**src/rtl/axi4lite_arb_2x1.sv**
```systemverilog
// Purpose: shares one AXI4-Lite slave between two masters, independent RR write/read arbiters.
// Latency: 1 cycle request-to-forward, then zero-latency pass-through; one outstanding per path.
// Backpressure: slave READY passes straight to the granted master; the loser sees READY=0.
// Ports: A_CLK/A_RSTn (async active-low); s0_*/s1_* upstream slave-side channels for masters 0/1;
//        m_* downstream master-side channels toward the shared slave.
module axi4lite_arb_2x1 #(
   parameter int AXI_ADDR_WIDTH = 32,
   parameter int AXI_DATA_WIDTH = 32,
   parameter int AXI_STRB_WIDTH = AXI_DATA_WIDTH/8
) (
   input  logic                      A_CLK,
   input  logic                      A_RSTn,
   // upstream master 0
   input  logic                      s0_aw_valid,
   output logic                      s0_aw_ready,
   input  logic [AXI_ADDR_WIDTH-1:0] s0_aw_addr,
   input  logic [2:0]                s0_aw_prot,
   input  logic                      s0_w_valid,
   output logic                      s0_w_ready,
   input  logic [AXI_DATA_WIDTH-1:0] s0_w_data,
   input  logic [AXI_STRB_WIDTH-1:0] s0_w_strb,
   output logic                      s0_b_valid,
   output logic [1:0]                s0_b_resp,
   input  logic                      s0_b_ready,
   input  logic                      s0_ar_valid,
   output logic                      s0_ar_ready,
   input  logic [AXI_ADDR_WIDTH-1:0] s0_ar_addr,
   input  logic [2:0]                s0_ar_prot,
   output logic                      s0_r_valid,
   output logic [AXI_DATA_WIDTH-1:0] s0_r_data,
   output logic [1:0]                s0_r_resp,
   input  logic                      s0_r_ready,
   // upstream master 1
   input  logic                      s1_aw_valid,
   output logic                      s1_aw_ready,
   input  logic [AXI_ADDR_WIDTH-1:0] s1_aw_addr,
   input  logic [2:0]                s1_aw_prot,
   input  logic                      s1_w_valid,
   output logic                      s1_w_ready,
   input  logic [AXI_DATA_WIDTH-1:0] s1_w_data,
   input  logic [AXI_STRB_WIDTH-1:0] s1_w_strb,
   output logic                      s1_b_valid,
   output logic [1:0]                s1_b_resp,
   input  logic                      s1_b_ready,
   input  logic                      s1_ar_valid,
   output logic                      s1_ar_ready,
   input  logic [AXI_ADDR_WIDTH-1:0] s1_ar_addr,
   input  logic [2:0]                s1_ar_prot,
   output logic                      s1_r_valid,
   output logic [AXI_DATA_WIDTH-1:0] s1_r_data,
   output logic [1:0]                s1_r_resp,
   input  logic                      s1_r_ready,
   // downstream shared slave
   output logic                      m_aw_valid,
   input  logic                      m_aw_ready,
   output logic [AXI_ADDR_WIDTH-1:0] m_aw_addr,
   output logic [2:0]                m_aw_prot,
   output logic                      m_w_valid,
   input  logic                      m_w_ready,
   output logic [AXI_DATA_WIDTH-1:0] m_w_data,
   output logic [AXI_STRB_WIDTH-1:0] m_w_strb,
   input  logic                      m_b_valid,
   input  logic [1:0]                m_b_resp,
   output logic                      m_b_ready,
   output logic                      m_ar_valid,
   input  logic                      m_ar_ready,
   output logic [AXI_ADDR_WIDTH-1:0] m_ar_addr,
   output logic [2:0]                m_ar_prot,
   input  logic                      m_r_valid,
   input  logic [AXI_DATA_WIDTH-1:0] m_r_data,
   input  logic [1:0]                m_r_resp,
   output logic                      m_r_ready
);

   typedef enum logic [1:0] {W_IDLE, W_ADDR, W_RESP} w_state_t;
   typedef enum logic [1:0] {R_IDLE, R_ADDR, R_RESP} r_state_t;

   w_state_t w_state, w_state_nxt;
   r_state_t r_state, r_state_nxt;
   logic     wgnt, wgnt_nxt, wptr, wptr_nxt;
   logic     rgnt, rgnt_nxt, rptr, rptr_nxt;
   logic     aw_done, aw_done_nxt, w_done, w_done_nxt;

   logic     aw_hs, w_hs, b_hs, ar_hs, r_hs;

   assign aw_hs = m_aw_valid & m_aw_ready;
   assign w_hs  = m_w_valid  & m_w_ready;
   assign b_hs  = m_b_valid  & m_b_ready;
   assign ar_hs = m_ar_valid & m_ar_ready;
   assign r_hs  = m_r_valid  & m_r_ready;

   // state register
   always_ff @(posedge A_CLK or negedge A_RSTn) begin
      if (!A_RSTn) begin
         w_state <= W_IDLE;
         r_state <= R_IDLE;
         wgnt    <= 1'b0;
         wptr    <= 1'b0;
         rgnt    <= 1'b0;
         rptr    <= 1'b0;
         aw_done <= 1'b0;
         w_done  <= 1'b0;
      end else begin
         w_state <= w_state_nxt;
         r_state <= r_state_nxt;
         wgnt    <= wgnt_nxt;
         wptr    <= wptr_nxt;
         rgnt    <= rgnt_nxt;
         rptr    <= rptr_nxt;
         aw_done <= aw_done_nxt;
         w_done  <= w_done_nxt;
      end
   end

   // next-state logic
   always_comb begin
      w_state_nxt = w_state;
      wgnt_nxt    = wgnt;
      wptr_nxt    = wptr;
      aw_done_nxt = aw_done;
      w_done_nxt  = w_done;
      case (w_state)
         W_IDLE: if (s0_aw_valid || s1_aw_valid) begin
            // tie goes to the pointer, otherwise the lone requester
            wgnt_nxt    = (s0_aw_valid && s1_aw_valid) ? wptr : s1_aw_valid;
            w_state_nxt = W_ADDR;
         end
         W_ADDR: begin
            if ((aw_done || aw_hs) && (w_done || w_hs)) begin
               w_state_nxt = W_RESP;
               aw_done_nxt = 1'b0;
               w_done_nxt  = 1'b0;
            end else begin
               aw_done_nxt = aw_done | aw_hs;
               w_done_nxt  = w_done  | w_hs;
            end
         end
         W_RESP: if (b_hs) begin
            w_state_nxt = W_IDLE;
            wptr_nxt    = ~wgnt;
         end
         default: w_state_nxt = W_IDLE;
      endcase

      r_state_nxt = r_state;
      rgnt_nxt    = rgnt;
      rptr_nxt    = rptr;
      case (r_state)
         R_IDLE: if (s0_ar_valid || s1_ar_valid) begin
            rgnt_nxt    = (s0_ar_valid && s1_ar_valid) ? rptr : s1_ar_valid;
            r_state_nxt = R_ADDR;
         end
         R_ADDR: if (ar_hs) r_state_nxt = R_RESP;
         R_RESP: if (r_hs) begin
            r_state_nxt = R_IDLE;
            rptr_nxt    = ~rgnt;
         end
         default: r_state_nxt = R_IDLE;
      endcase
   end

   // output routing; a channel whose handshake is already recorded is no
   // longer forwarded, so the slave never sees a duplicate AW or W beat
   always_comb begin
      s0_aw_ready = 1'b0; s0_w_ready = 1'b0; s0_b_valid = 1'b0; s0_b_resp = '0;
      s0_ar_ready = 1'b0; s0_r_valid = 1'b0; s0_r_data = '0;  s0_r_resp = '0;
      s1_aw_ready = 1'b0; s1_w_ready = 1'b0; s1_b_valid = 1'b0; s1_b_resp = '0;
      s1_ar_ready = 1'b0; s1_r_valid = 1'b0; s1_r_data = '0;  s1_r_resp = '0;
      m_aw_valid = 1'b0; m_aw_addr = '0; m_aw_prot = '0;
      m_w_valid  = 1'b0; m_w_data  = '0; m_w_strb  = '0; m_b_ready = 1'b0;
      m_ar_valid = 1'b0; m_ar_addr = '0; m_ar_prot = '0; m_r_ready = 1'b0;

      if (w_state == W_ADDR) begin
         if (!aw_done) begin
            m_aw_valid = wgnt ? s1_aw_valid : s0_aw_valid;
            m_aw_addr  = wgnt ? s1_aw_addr  : s0_aw_addr;
            m_aw_prot  = wgnt ? s1_aw_prot  : s0_aw_prot;
            if (wgnt) s1_aw_ready = m_aw_ready; else s0_aw_ready = m_aw_ready;
         end
         if (!w_done) begin
            m_w_valid = wgnt ? s1_w_valid : s0_w_valid;
            m_w_data  = wgnt ? s1_w_data  : s0_w_data;
            m_w_strb  = wgnt ? s1_w_strb  : s0_w_strb;
            if (wgnt) s1_w_ready = m_w_ready; else s0_w_ready = m_w_ready;
         end
      end else if (w_state == W_RESP) begin
         m_b_ready = wgnt ? s1_b_ready : s0_b_ready;
         if (wgnt) begin s1_b_valid = m_b_valid; s1_b_resp = m_b_resp; end
         else      begin s0_b_valid = m_b_valid; s0_b_resp = m_b_resp; end
      end

      if (r_state == R_ADDR) begin
         m_ar_valid = rgnt ? s1_ar_valid : s0_ar_valid;
         m_ar_addr  = rgnt ? s1_ar_addr  : s0_ar_addr;
         m_ar_prot  = rgnt ? s1_ar_prot  : s0_ar_prot;
         if (rgnt) s1_ar_ready = m_ar_ready; else s0_ar_ready = m_ar_ready;
      end else if (r_state == R_RESP) begin
         m_r_ready = rgnt ? s1_r_ready : s0_r_ready;
         if (rgnt) begin s1_r_valid = m_r_valid; s1_r_data = m_r_data; s1_r_resp = m_r_resp; end
         else      begin s0_r_valid = m_r_valid; s0_r_data = m_r_data; s0_r_resp = m_r_resp; end
      end
   end

endmodule

```
**config.mk**
```make
export PLATFORM = sky130hd
export DESIGN_NAME = axi4lite_arb_2x1
export DESIGN_NICKNAME = d
export VERILOG_FILES = /design/src/rtl/axi4lite_arb_2x1.sv
export SDC_FILE = /design/constraint.sdc
export NUM_CORES = 1
export LEC_CHECK = 0
export CORE_AREA = 2 2 178 180
export CTS_CLUSTER_DIAMETER = 150
export DETAILED_ROUTE_END_ITERATION = 6
export DIE_AREA = 0 0 180 182
export DONT_BUFFER_PORTS = 1
export SETUP_SLACK_MARGIN = 0.05
export SYNTH_ARGS = -nofsm -noshare
export SYNTH_HDL_FRONTEND = slang
export SYNTH_SLANG_ARGS = --single-unit
```
**constraint.sdc**
```tcl
create_clock -name A_CLK -period 2.18 [get_ports A_CLK]
set_input_delay 0.109 -clock A_CLK [delete_from_list [all_inputs] [get_ports A_CLK]]
set_output_delay 0.109 -clock A_CLK [all_outputs]
set_load 0.01 [all_outputs]
```
-- Word level (Yosys, flattened, before mapping)
Cells that the tools add are included.
- eq/ne operators: 10
- multiplexer cells: 88
- bitwise logic cells: 9
- reductions and logical operators: 15
- operator list (cell ; count):
    32-bit two-way mux ; 14
    1-bit two-way mux ; 46
    2-bit two-way mux ; 18
    3-bit two-way mux ; 5
    4-bit two-way mux ; 3
    2-bit inequality test, second input constant ; 6
    2-bit case mux with 3 select lines ; 2
    2-bit AND reduction ; 4
    3-bit AND reduction ; 2
    1-bit bitwise AND ; 5
    2-bit by 1-bit equality test with 1-bit output, second input constant ; 2
    2-bit equality test, second input constant ; 2
    2-bit zero test ; 2
    1-bit logical OR ; 4
    1-bit logical AND ; 3
    1-bit NOT ; 2
    1-bit bitwise OR ; 2
- bits in registers: 10
- output and inout port bits: 193
- input bits: 265
- logic and storage cells: 130

-- Logic depth before layout (Yosys ltp)
Gate-level depths: netlist of run 1.
- depth in word-level cells: 8
- depth in mapped cells: 5

-- Worst setup path before layout of run 1
No wires, ideal clock.
- path type: register -> output
- from: register w_state[1]
- to: output m_aw_addr[0]
- required time: 2071 ps
- path slack: 956 ps
- cell stages (with the launch flop): 6
- data arrival time: 1115 ps
- cells stage by stage: dfrtp_1 > nor2b_4 > nand2b_1 > buf_4 > buf_6 > nor2_1
- longest elaborated chain between the ends: 2
- RTL lines (item ; line ; RTL):
    start: declaration ; 78 ; w_state_t w_state, w_state_nxt;
    start signal: assignment ; 104 ; w_state <= w_state_nxt;
    2-bit by 1-bit equality test with 1-bit output ; 173 ; if (w_state == W_ADDR) begin
    32-bit two-way mux ; 173 ;
    end: declaration ; 56 ; output logic [AXI_ADDR_WIDTH-1:0] m_aw_addr,
Every way passes these cells.

-- Worst setup path after layout of run 1
- from: register wgnt
- to: output m_w_strb[3]
- longest elaborated chain between the ends: 3
- RTL lines (item ; line ; RTL):
    start: declaration ; 80 ; logic wgnt, wgnt_nxt, wptr, wptr_nxt;
    start signal: assignment ; 106 ; wgnt <= wgnt_nxt;
    4-bit two-way mux ; 183 ; m_w_strb = wgnt ? s1_w_strb : s0_w_strb;
    4-bit two-way mux ; 180 ; if (!w_done) begin
    4-bit two-way mux ; 173 ;
    end: declaration ; 61 ; output logic [AXI_STRB_WIDTH-1:0] m_w_strb,
Every way passes these cells.

==> run metrics, run 1 <==
status=finished, final reports clean; Routed Antenna Nets=0; Synth Register Bits=10; setup ws final=0.290 ns; vias=3003; CTS H-tree depth=1; power per cell area=1250 nW/um^2; Num CTS Buffers=3; initial core utilization=9.13%; RePlAce Congestion=0.877; Site Rows=65; clock skew=0.000450 ns; fin crit share=86.7%; Hold Crit Class=in2reg; crit-path max FO=22; most used cell, CP=buf_4; GRT overflow=0; measured slew at the worst slew-check pin=0.543 ns; crit-path cells=buf_4 -> mux2i_1 -> nor2_1 -> buf_4; max cap viols=0; CP Launch Type=flop; DRT Pass-1 Iters=7; critical path endpoint category=output pin; Core ar.=31000 sq um; drt initial violations=172; clk root buf=clkbuf_16; Peak VDD IR=0.481 mV; DRC violations left=0; mapped cell area=2830 sq um; CP max stage delay=0.65 ns; Sw Pwr=2.48 mW; Yosys top cell area share=38.9%; Reg clk slew, reported paths=0.04 ns; die footprint=32800 sq um; Final Net Count=664; sequential area share after synthesis=8.85%; slowest CP cell=dfrtp_4; RSZ-0062 raised after global routing=no; TNS Setup=0 ns; Post-synth EDFFs=0; synthesized area per cell=7.10 sq um; dpl hpwl=10.5 mm; Synth Net Count=663; Leakage=1.68 nW; layout cells sized above 1=10.1%; setup violators final=0; Gates resized, CTS repair=0; Clock Power Share=8.6%; worst slack, placed=0.369 ns; Die Height=182 um; count leader, synth=nor2_1; kind of critical path=reg2out; Die W=180 um; antenna violations before repair=3; Synth area leaders=mux2i_1 (39%), and2_1 (16%), nor2_1 (16%); Synth warnings=0; Layout Area Growth over Synthesis=22.3%; combinational power share=80.6%; fin crit period=1.89 ns; Slew HR=63.7%; number of buffers inserted by port buffering=0; Synth top cells by count=nor2_1 (118), mux2i_1 (110), and2_1 (71); Fillers=3542; Post-synth ARST share=100%; io pins=458; Clock Tree Buf Depth=2; total wire length=12.2 mm; Arrival @ worst endpoint=1.78 ns; CP bufs+invs=2; required time of the critical path=2.07 ns; vias per cell=3.75; GRT Util Overall=6.10%; sequential power share=10.8%; CTS tree=done; Final Hold Viols=0; Max Slew Vio Count=0; largest area contributor in the netlist=mux2i_1; count of different cell masters after synthesis=34; Clock Latency Late Sink=0.24 ns; CTS Sinks=10; DR WL/cell=15.2 um; switch share=57.3%; first-pass GRT wire length=15.1 mm; Internal Pwr Total=1.85 mW; ys flop type=dfrtp_1; largest net degree at the start of global routing=40; f_max=0.529 GHz; Syn Inst Count=398; Largest delay share family, worst path=flip-flops; vias in the first global route=2424
[cells by family after synthesis]
logic type	count (synthesis)	share of synthesized area, %
DFF	10	8.85
and+or+nand+nor	218	37.7
muxes	111	39.5
AOI/OAI and AO/OA	20	5.18
buffers and inverters	39	8.85
[worst register-to-register path: stages (launching register included)]
cell	delay, ns
dfrtp_4	0.65
mux2i_1	0.41
nor3_1	0.13
o22a_1	0.21
[placed cells by master (no fill, tap or decap), types with 2 or more instances in the layout]
| master | count |
|---|---|
| a31oi_1 | 4 |
| nor3_1 | 5 |
| mux2i_1 | 110 |
| and2_1 | 71 |
| nand2b_1 | 4 |
| dfrtp_1 | 8 |
| and3_1 | 4 |
| inv_1 | 5 |
| nand2_1 | 6 |
| nor2_1 | 118 |
| dlygate4sd3_1 | 3 |
| clkbuf_16 | 3 |
| a21oi_1 | 2 |
| nor2b_1 | 4 |
| o21ai_0 | 5 |
| buf_4 | 24 |
[final cells by class]
cell class	count	area (sq um)	share of cell area, %
multi-input cells	349	2330	67.3
well taps	402	503	14.5
repair buffers	29	258	7.45
flip-flops and latches	10	255	7.38
clock buffers	4	88.8	2.57
inverters	6	22.5	0.651
diodes	1	2.50	0.0723
[final timing paths]
kind | startpoint | end | slack (ns) | depth (start not counted)
max | wgnt$_DFFE_PN0P_ | m_w_strb[3] | 0.29 | 4
min | s1_ar_valid | rgnt$_DFFE_PN0P_ | 0.02 | 2
max reg2reg | wgnt$_DFFE_PN0P_ | aw_done$_DFFE_PN0P_ | 0.66 | 3
min reg2reg | rptr$_DFFE_PN0P_ | rptr$_DFFE_PN0P_ | 0.50 | 2
max in group asynchronous | A_RSTn | wgnt$_DFFE_PN0P_ | 1.48 | 1
min in group asynchronous | A_RSTn | rptr$_DFFE_PN0P_ | 0.29 | 1
[per-stage QoR]
stage / hold WS, ns / util, % / area, sq um / std cells / power (mW)
4_1_cts: 0.0159 / 11.1 / 3430 / 799 / 4.32
3_5_place_dp: -0.186 / 10.7 / 3310 / 792 / 3.92
5_1_grt: 0.0232 / 11.2 / 3460 / 800 / 4.66
3_3_place_gp: -0.186 / 10.7 / 3310 / 792 / 3.85
2_1_floorplan: -0.187 / - / 2830 / 398 / 3.36
6_report: 0.0218 / 11.2 / 3460 / 801 / 4.34
[metal layers]
| layer | track usage (%) | share of wire, % |
|---|---|---|
| met4 | 2.34 | 2.4 |
| met2 | 8.29 | 44 |
| met3 | 2.21 | 12 |
| met1 | 8.61 | 42 |
| met5 | 0 | 0.22 |
[power by group through the flow]
stage          clock network (mW)  logic, mW  registers [mW]
2_1_floorplan                   0       3.05           0.317
3_3_place_gp                    0       3.33           0.513
3_5_place_dp                    0       3.39           0.523
4_1_cts                     0.387       3.41           0.523
5_1_grt                     0.397       3.77           0.491
6_report                    0.374       3.49           0.468
[state kept, by name, summed over array words and instances (netlist names)]
signal	cells
w_done	1
w_state	2
wptr	1
rptr	1
wgnt	1
aw_done	1
r_state	2
rgnt	1
[what timing repair did]
action | 4_1_cts | 5_1_grt
setup buffers | 0 | 1
endpoints found under the setup margin | 0 | 4
endpoints found under the hold margin | 12 | 0
hold buffers | 3 | 0
Note: power is estimated with default switching activity, not from simulation.
==> inputs of run 2 (changes only) <==
- PLACE_DENSITY: not set -> 0.3
==> run 2 against run 1 <==
Net effect: critical path depth is 1 lower; non-clock buffer count is 4 lower; maximum frequency is 1.6% lower; sequential power is 6.0% higher; die area stayed put; largest power group unchanged; clock-buffer cell count stayed put; core utilization is 0.17 points lower; first-iteration DRC count is 28% lower; sequential cell count stayed put; worst setup slack worse by 0.030 ns; combinational power is 3% lower; sequential share of layout area is 0.11 points higher.
==> run metrics, run 2 (same netlist as run 1, synthesis figures left out) <==
status=finished, final reports clean; DR WL/cell=15.4 um (+1.5%); dpl hpwl=10.6 mm (+1.6%); RSZ-0062 raised after global routing=no; critical path endpoint category=output pin; GRT overflow=0 (unchanged); Reg clk slew, reported paths=0.05 ns (about the same); drt initial violations=123 (-28%); commonest non-fill, non-tap cell in the layout=nor2_1; first-pass GRT wire length=15.6 mm (+3.0%); Hold Path Stages=2 (unchanged); clock skew=0.000492 ns (+0.0000428 ns); # diodes=0 (-1); worst reg2reg endpoint=aw_done$_DFFE_PN0P_; f_max=0.521 GHz (-1.6%); RePlAce Congestion=0.808 (-7.9%); number of buffers inserted by port buffering=0 (unchanged); CTS H-tree depth=1 (unchanged); vias=2905 (-3.3%); Arrival @ worst endpoint=1.81 ns (+0.03 ns); CP Launch Type=flop; CP max stage delay=0.76 ns (+0.11 ns); setup bufs post-CTS=0 (unchanged); R2R setup slack=0.54 ns (-0.12 ns); crit-path max FO=34 (+55%); CP bufs+invs=1 (-1); DRC violations left=0 (unchanged); hold_ws=0.0105 ns (-0.0113 ns); Gates resized, CTS repair=0 (unchanged); biggest regs=r_state: 2 flops, w_state: 2 flops; total wire length=12.3 mm (+0.90%); fin crit share=88.1% (+1.4 points); Hold Crit Class=in2reg; vias in the first global route=2499 (+3.1%); Leakage=1.65 nW (-1.7%); Die Height=182 um (unchanged); measured slew at the worst slew-check pin=0.870 ns (+0.327 ns); GRT Util Overall=6.26% (+0.17 points); max cap viols=0 (unchanged); Site Rows=65 (unchanged); largest net degree at the start of global routing=41 (+2.5%); highest-count cells in the layout ignoring fill and taps=nor2_1 (118), mux2i_1 (110), and2_1 (71); power per cell area=1250 nW/um^2 (about the same); Slew HR=42.0% (-22 points); reg2reg start=wgnt$_DFFE_PN0P_; Num CTS Buffers=3 (unchanged); CTS tree=done; Final Net Count=660 (-0.60%); worst slack, placed=0.520 ns (+0.152 ns); Routed Antenna Nets=0 (unchanged); fin crit period=1.92 ns (+0.0301 ns); TNS Setup=0 ns (unchanged); kind of critical path=reg2out; Post-DP Area=3290 sq um (-0.68%); R2R depth=3 (unchanged); final non-filler cell area=3410 sq um (-1.5%); Clock Latency Late Sink=0.24 ns (about the same); Layout Area Growth over Synthesis=20.5%; Worst Setup SP=wgnt$_DFFE_PN0P_; vias per cell=3.65 (-2.7%); clk root buf=clkbuf_16; setup violators final=0 (unchanged); placed cells=789 (-0.38%); Largest delay share family, worst path=flip-flops; required time of the critical path=2.07 ns (about the same); setup ws final=0.260 ns (-0.0301 ns); CTS Sinks=10 (unchanged); die footprint=32800 sq um (unchanged); Final Hold Viols=0 (unchanged); Core ar.=31000 sq um (unchanged); slowest CP cell=dfrtp_4; layout cells sized above 1=9.14% (-0.91 points); initial core utilization=9.13% (unchanged); antenna violations before repair=0 (-3); cts hold-fix bufs=3 (unchanged); hold endpoint=rgnt$_DFFE_PN0P_; Hold Crit Start=s1_ar_valid; crit-path cells=buf_4 -> mux2i_1 -> nor2_1; io pins=458 (unchanged); Non-Filler Instances=796 (-0.62%); Peak VDD IR=0.534 mV (+11%); DRT Pass-1 Iters=4 (-3); Die W=180 um (unchanged); Max Slew Vio Count=0 (unchanged); Clock Tree Buf Depth=2 (unchanged)
[run 2: cell types whose count changed in the layout (fill, tap and decap cells not counted), sizes merged]
| cell | previous run | this run |
|---|---|---|
| buf | 26 | 22 |
| diode | 1 | 0 |
[run 2: stage by stage]
| step | utilization, % | total power, mW |
|---|---|---|
| after detailed placement | 10.6 | 3.93 |
| after global placement | 10.6 | 3.96 |
| final | 11.0 | 4.27 |
| after floorplan | - | 3.36 |
| after global routing | 11.0 | 4.58 |
| after CTS | 11.0 | 4.34 |
[run 2: final cells by class]
type / count / area [sq um]
Timing Repair Buffer: 25 / 208
Tap cell: 402 / 503
Fill cell: 3599 / 27600
Inverter: 6 / 22.5
Multi-Input combinational cell: 349 / 2330
Sequential cell: 10 / 255
Clock buffer: 4 / 88.8
[run 2: report_power, final]
group	internal, mW	leakage, nW	switching, mW
logic	1.25	1.49	2.15
registers	0.264	0.112	0.232
clock network	0.277	0.0442	0.101
total	1.79	1.65	2.48
[run 2: worst max-delay path by stage]
stage | slack (ns) | endpoint | cells after the start
floorplan | 0.96 | m_aw_addr[0] | 5
global placement | 0.52 | m_aw_addr[20] | 3
detailed placement | 0.52 | aw_done$_DFFE_PN0P_ | 3
CTS | 0.26 | m_aw_addr[20] | 3
global route | 0.18 | m_ar_prot[1] | 3
finish | 0.26 | m_aw_addr[11] | 3
[run 2: routing by layer]
metal  up-vias  global-route usage [%]  routed length, um
li1       1309                       -                  -
met1      1349                    7.95               5050
met2       234                    10.4               5990
met3        13                    1.46                980
met4         0                    2.21                250
met5         -                       0                  0
[run 2: worst reg2reg max path, cell delays in order (launching register included)]
cell and delay, ns:
dfrtp_4 0.76, mux2i_1 0.44, nor3_1 0.13, o22a_1 0.21
==> inputs of run 3 (changes only) <==
- CORE_AREA: 2 2 178 180 -> 3 3 179 181
- DIE_AREA: 0 0 180 182 -> 0 0 182 184
==> run 3 against run 2 <==
Net effect: cell area up 0.66%; largest cell class unchanged; first-iteration DRC count shrank 42%; clock skew about the same; sequential cell count stayed put.
==> run metrics, run 3 (same netlist as run 1, synthesis figures left out) <==
status=finished, final reports clean; CTS tree=done; measured slew at the worst slew-check pin=0.709 ns (-0.161 ns); Arrival @ worst endpoint=1.84 ns (+0.03 ns); kind of critical path=reg2out; DR WL/cell=16.6 um (+7.7%); reg2reg start=wgnt$_DFFE_PN0P_; Reg clk slew, reported paths=0.04 ns (about the same); dpl hpwl=11.6 mm (+9.0%); RSZ-0062 raised after global routing=no; highest-count cells in the layout ignoring fill and taps=nor2_1 (118), mux2i_1 (110), and2_1 (71); FF+latch area=255 sq um (unchanged); Gates resized, CTS repair=0 (unchanged); vias per cell=3.60 (-1.3%); max cap viols=0 (unchanged); Final Hold Viols=0 (unchanged); RePlAce Congestion=0.751 (-7.0%); Final Net Count=660 (unchanged); GRT Util Overall=6.54% (+0.28 points); fin crit period=1.95 ns (+0.0325 ns); Fillers=3563 (-1.0%); Slew HR=52.6% (+11 points); layout cells sized above 1=9.14% (unchanged); crit-path max FO=14 (-59%); DRT Pass-1 Iters=4 (unchanged); required time of the critical path=2.07 ns (about the same); commonest non-fill, non-tap cell in the layout=nor2_1; io pins=458 (unchanged); Leakage=1.66 nW (+0.64%); Peak VDD IR=0.224 mV (-58%); total wire length=13.1 mm (+7.1%); biggest regs=r_state: 2 flops, w_state: 2 flops; Num CTS Buffers=3 (unchanged); Site Rows=64 (-1.5%); Clock Latency Late Sink=0.24 ns (about the same); critical path endpoint category=output pin; R2R setup slack=0.55 ns (about the same); die footprint=33500 sq um (+2.2%); Routed Antenna Nets=0 (unchanged); Die W=182 um (+1.1%); Util after Layout=11.2% (+0.22 points); area occupied by multi-input gates=2330 sq um (unchanged); vias=2854 (-1.8%); Hold Crit Start=s1_ar_valid; CTS H-tree depth=1 (unchanged); hold endpoint=rgnt$_DFFE_PN0P_; DRC violations left=0 (unchanged); Non-Filler Instances=792 (-0.50%); clock skew=0.000375 ns (-0.000118 ns); TNS Setup=0 ns (unchanged); hold_ws=0.0188 ns (+0.00827 ns); vias in the first global route=2630 (+5.2%); CP Launch Type=flop; placed cells=783 (-0.76%); drt initial violations=71 (-42%); initial core utilization=9.24% (+0.12 points); f_max=0.512 GHz (-1.7%); first-pass GRT wire length=16.7 mm (+7.1%); Hold Crit Class=in2reg; CTS Sinks=10 (unchanged); antenna violations before repair=2 (+2); number of buffers inserted by port buffering=0 (unchanged); Die Height=184 um (+1.1%); fin crit share=89.6% (+1.5 points); Layout Area Growth over Synthesis=21.3%; GRT overflow=0 (unchanged); largest net degree at the start of global routing=37 (-9.8%); Clock Tree Buf Depth=2 (unchanged); Core ar.=30600 sq um (-1.3%); R2R depth=4 (+1); Max Slew Vio Count=0 (unchanged); setup violators final=0 (unchanged); clk root buf=clkbuf_16; power per cell area=1270 nW/um^2 (+1.6%); Worst Setup SP=w_state[1]$_DFFE_PN0P_; worst reg2reg endpoint=w_state[1]$_DFFE_PN0P_; Hold Path Stages=2 (unchanged)
## run 3: final cells by class
| type | instances | area share, % |
|---|---|---|
| multi-input cells | 349 | 67.9 |
| well taps | 396 | 14.4 |
| flip-flops and latches | 10 | 7.44 |
| repair buffers | 25 | 6.79 |
| clock buffers | 4 | 2.59 |
| inverters | 6 | 0.657 |
| diodes | 2 | 0.146 |
## run 3: where the power goes
part           internal, mW  switching [mW]
Combinational          1.30            2.20
Sequential            0.264           0.228
Clock                 0.277           0.101
Total                  1.84            2.53
## run 3: layer usage
layer  vias to the layer above  global-route usage [%]  routed length, um
met5                         -                       0                  0
met2                       203                    11.1               6590
met4                         0                    1.83                176
met3                         9                    1.44                940
met1                      1330                    8.35               5440
li1                       1312                       -                  -
## run 3: metrics by stage
stage          total power [mW]  setup slack (ns)  cell area [sq um]
3_3_place_gp               4.09             0.499               3310
4_1_cts                    4.48             0.220               3420
3_5_place_dp               4.06             0.497               3310
6_report                   4.37             0.228               3430
5_1_grt                    4.73             0.118               3430
2_1_floorplan              3.36             0.956               2830
## run 3: how the worst max path moves through the flow
| stage | end | slack, ns | depth (start not counted) |
|---|---|---|---|
| floorplan | m_aw_addr[0] | 0.96 | 5 |
| global placement | m_w_data[9] | 0.50 | 5 |
| detailed placement | m_w_data[9] | 0.50 | 5 |
| CTS | m_w_data[9] | 0.22 | 5 |
| global route | m_w_valid | 0.12 | 5 |
| finish | m_w_data[9] | 0.23 | 5 |
## run 3: worst max-delay path: stages (launching register included)
cell and delay (ns):
dfrtp_1 0.43, nor2b_4 0.18, nand2b_1 0.35, buf_4 0.31, nor2_1 0.17, buf_4 0.15
## run 3: repair_timing
item | CTS | global route
buffers inserted | 0 | 0
endpoints found under the hold margin | 12 | 0
hold buffers | 3 | 0
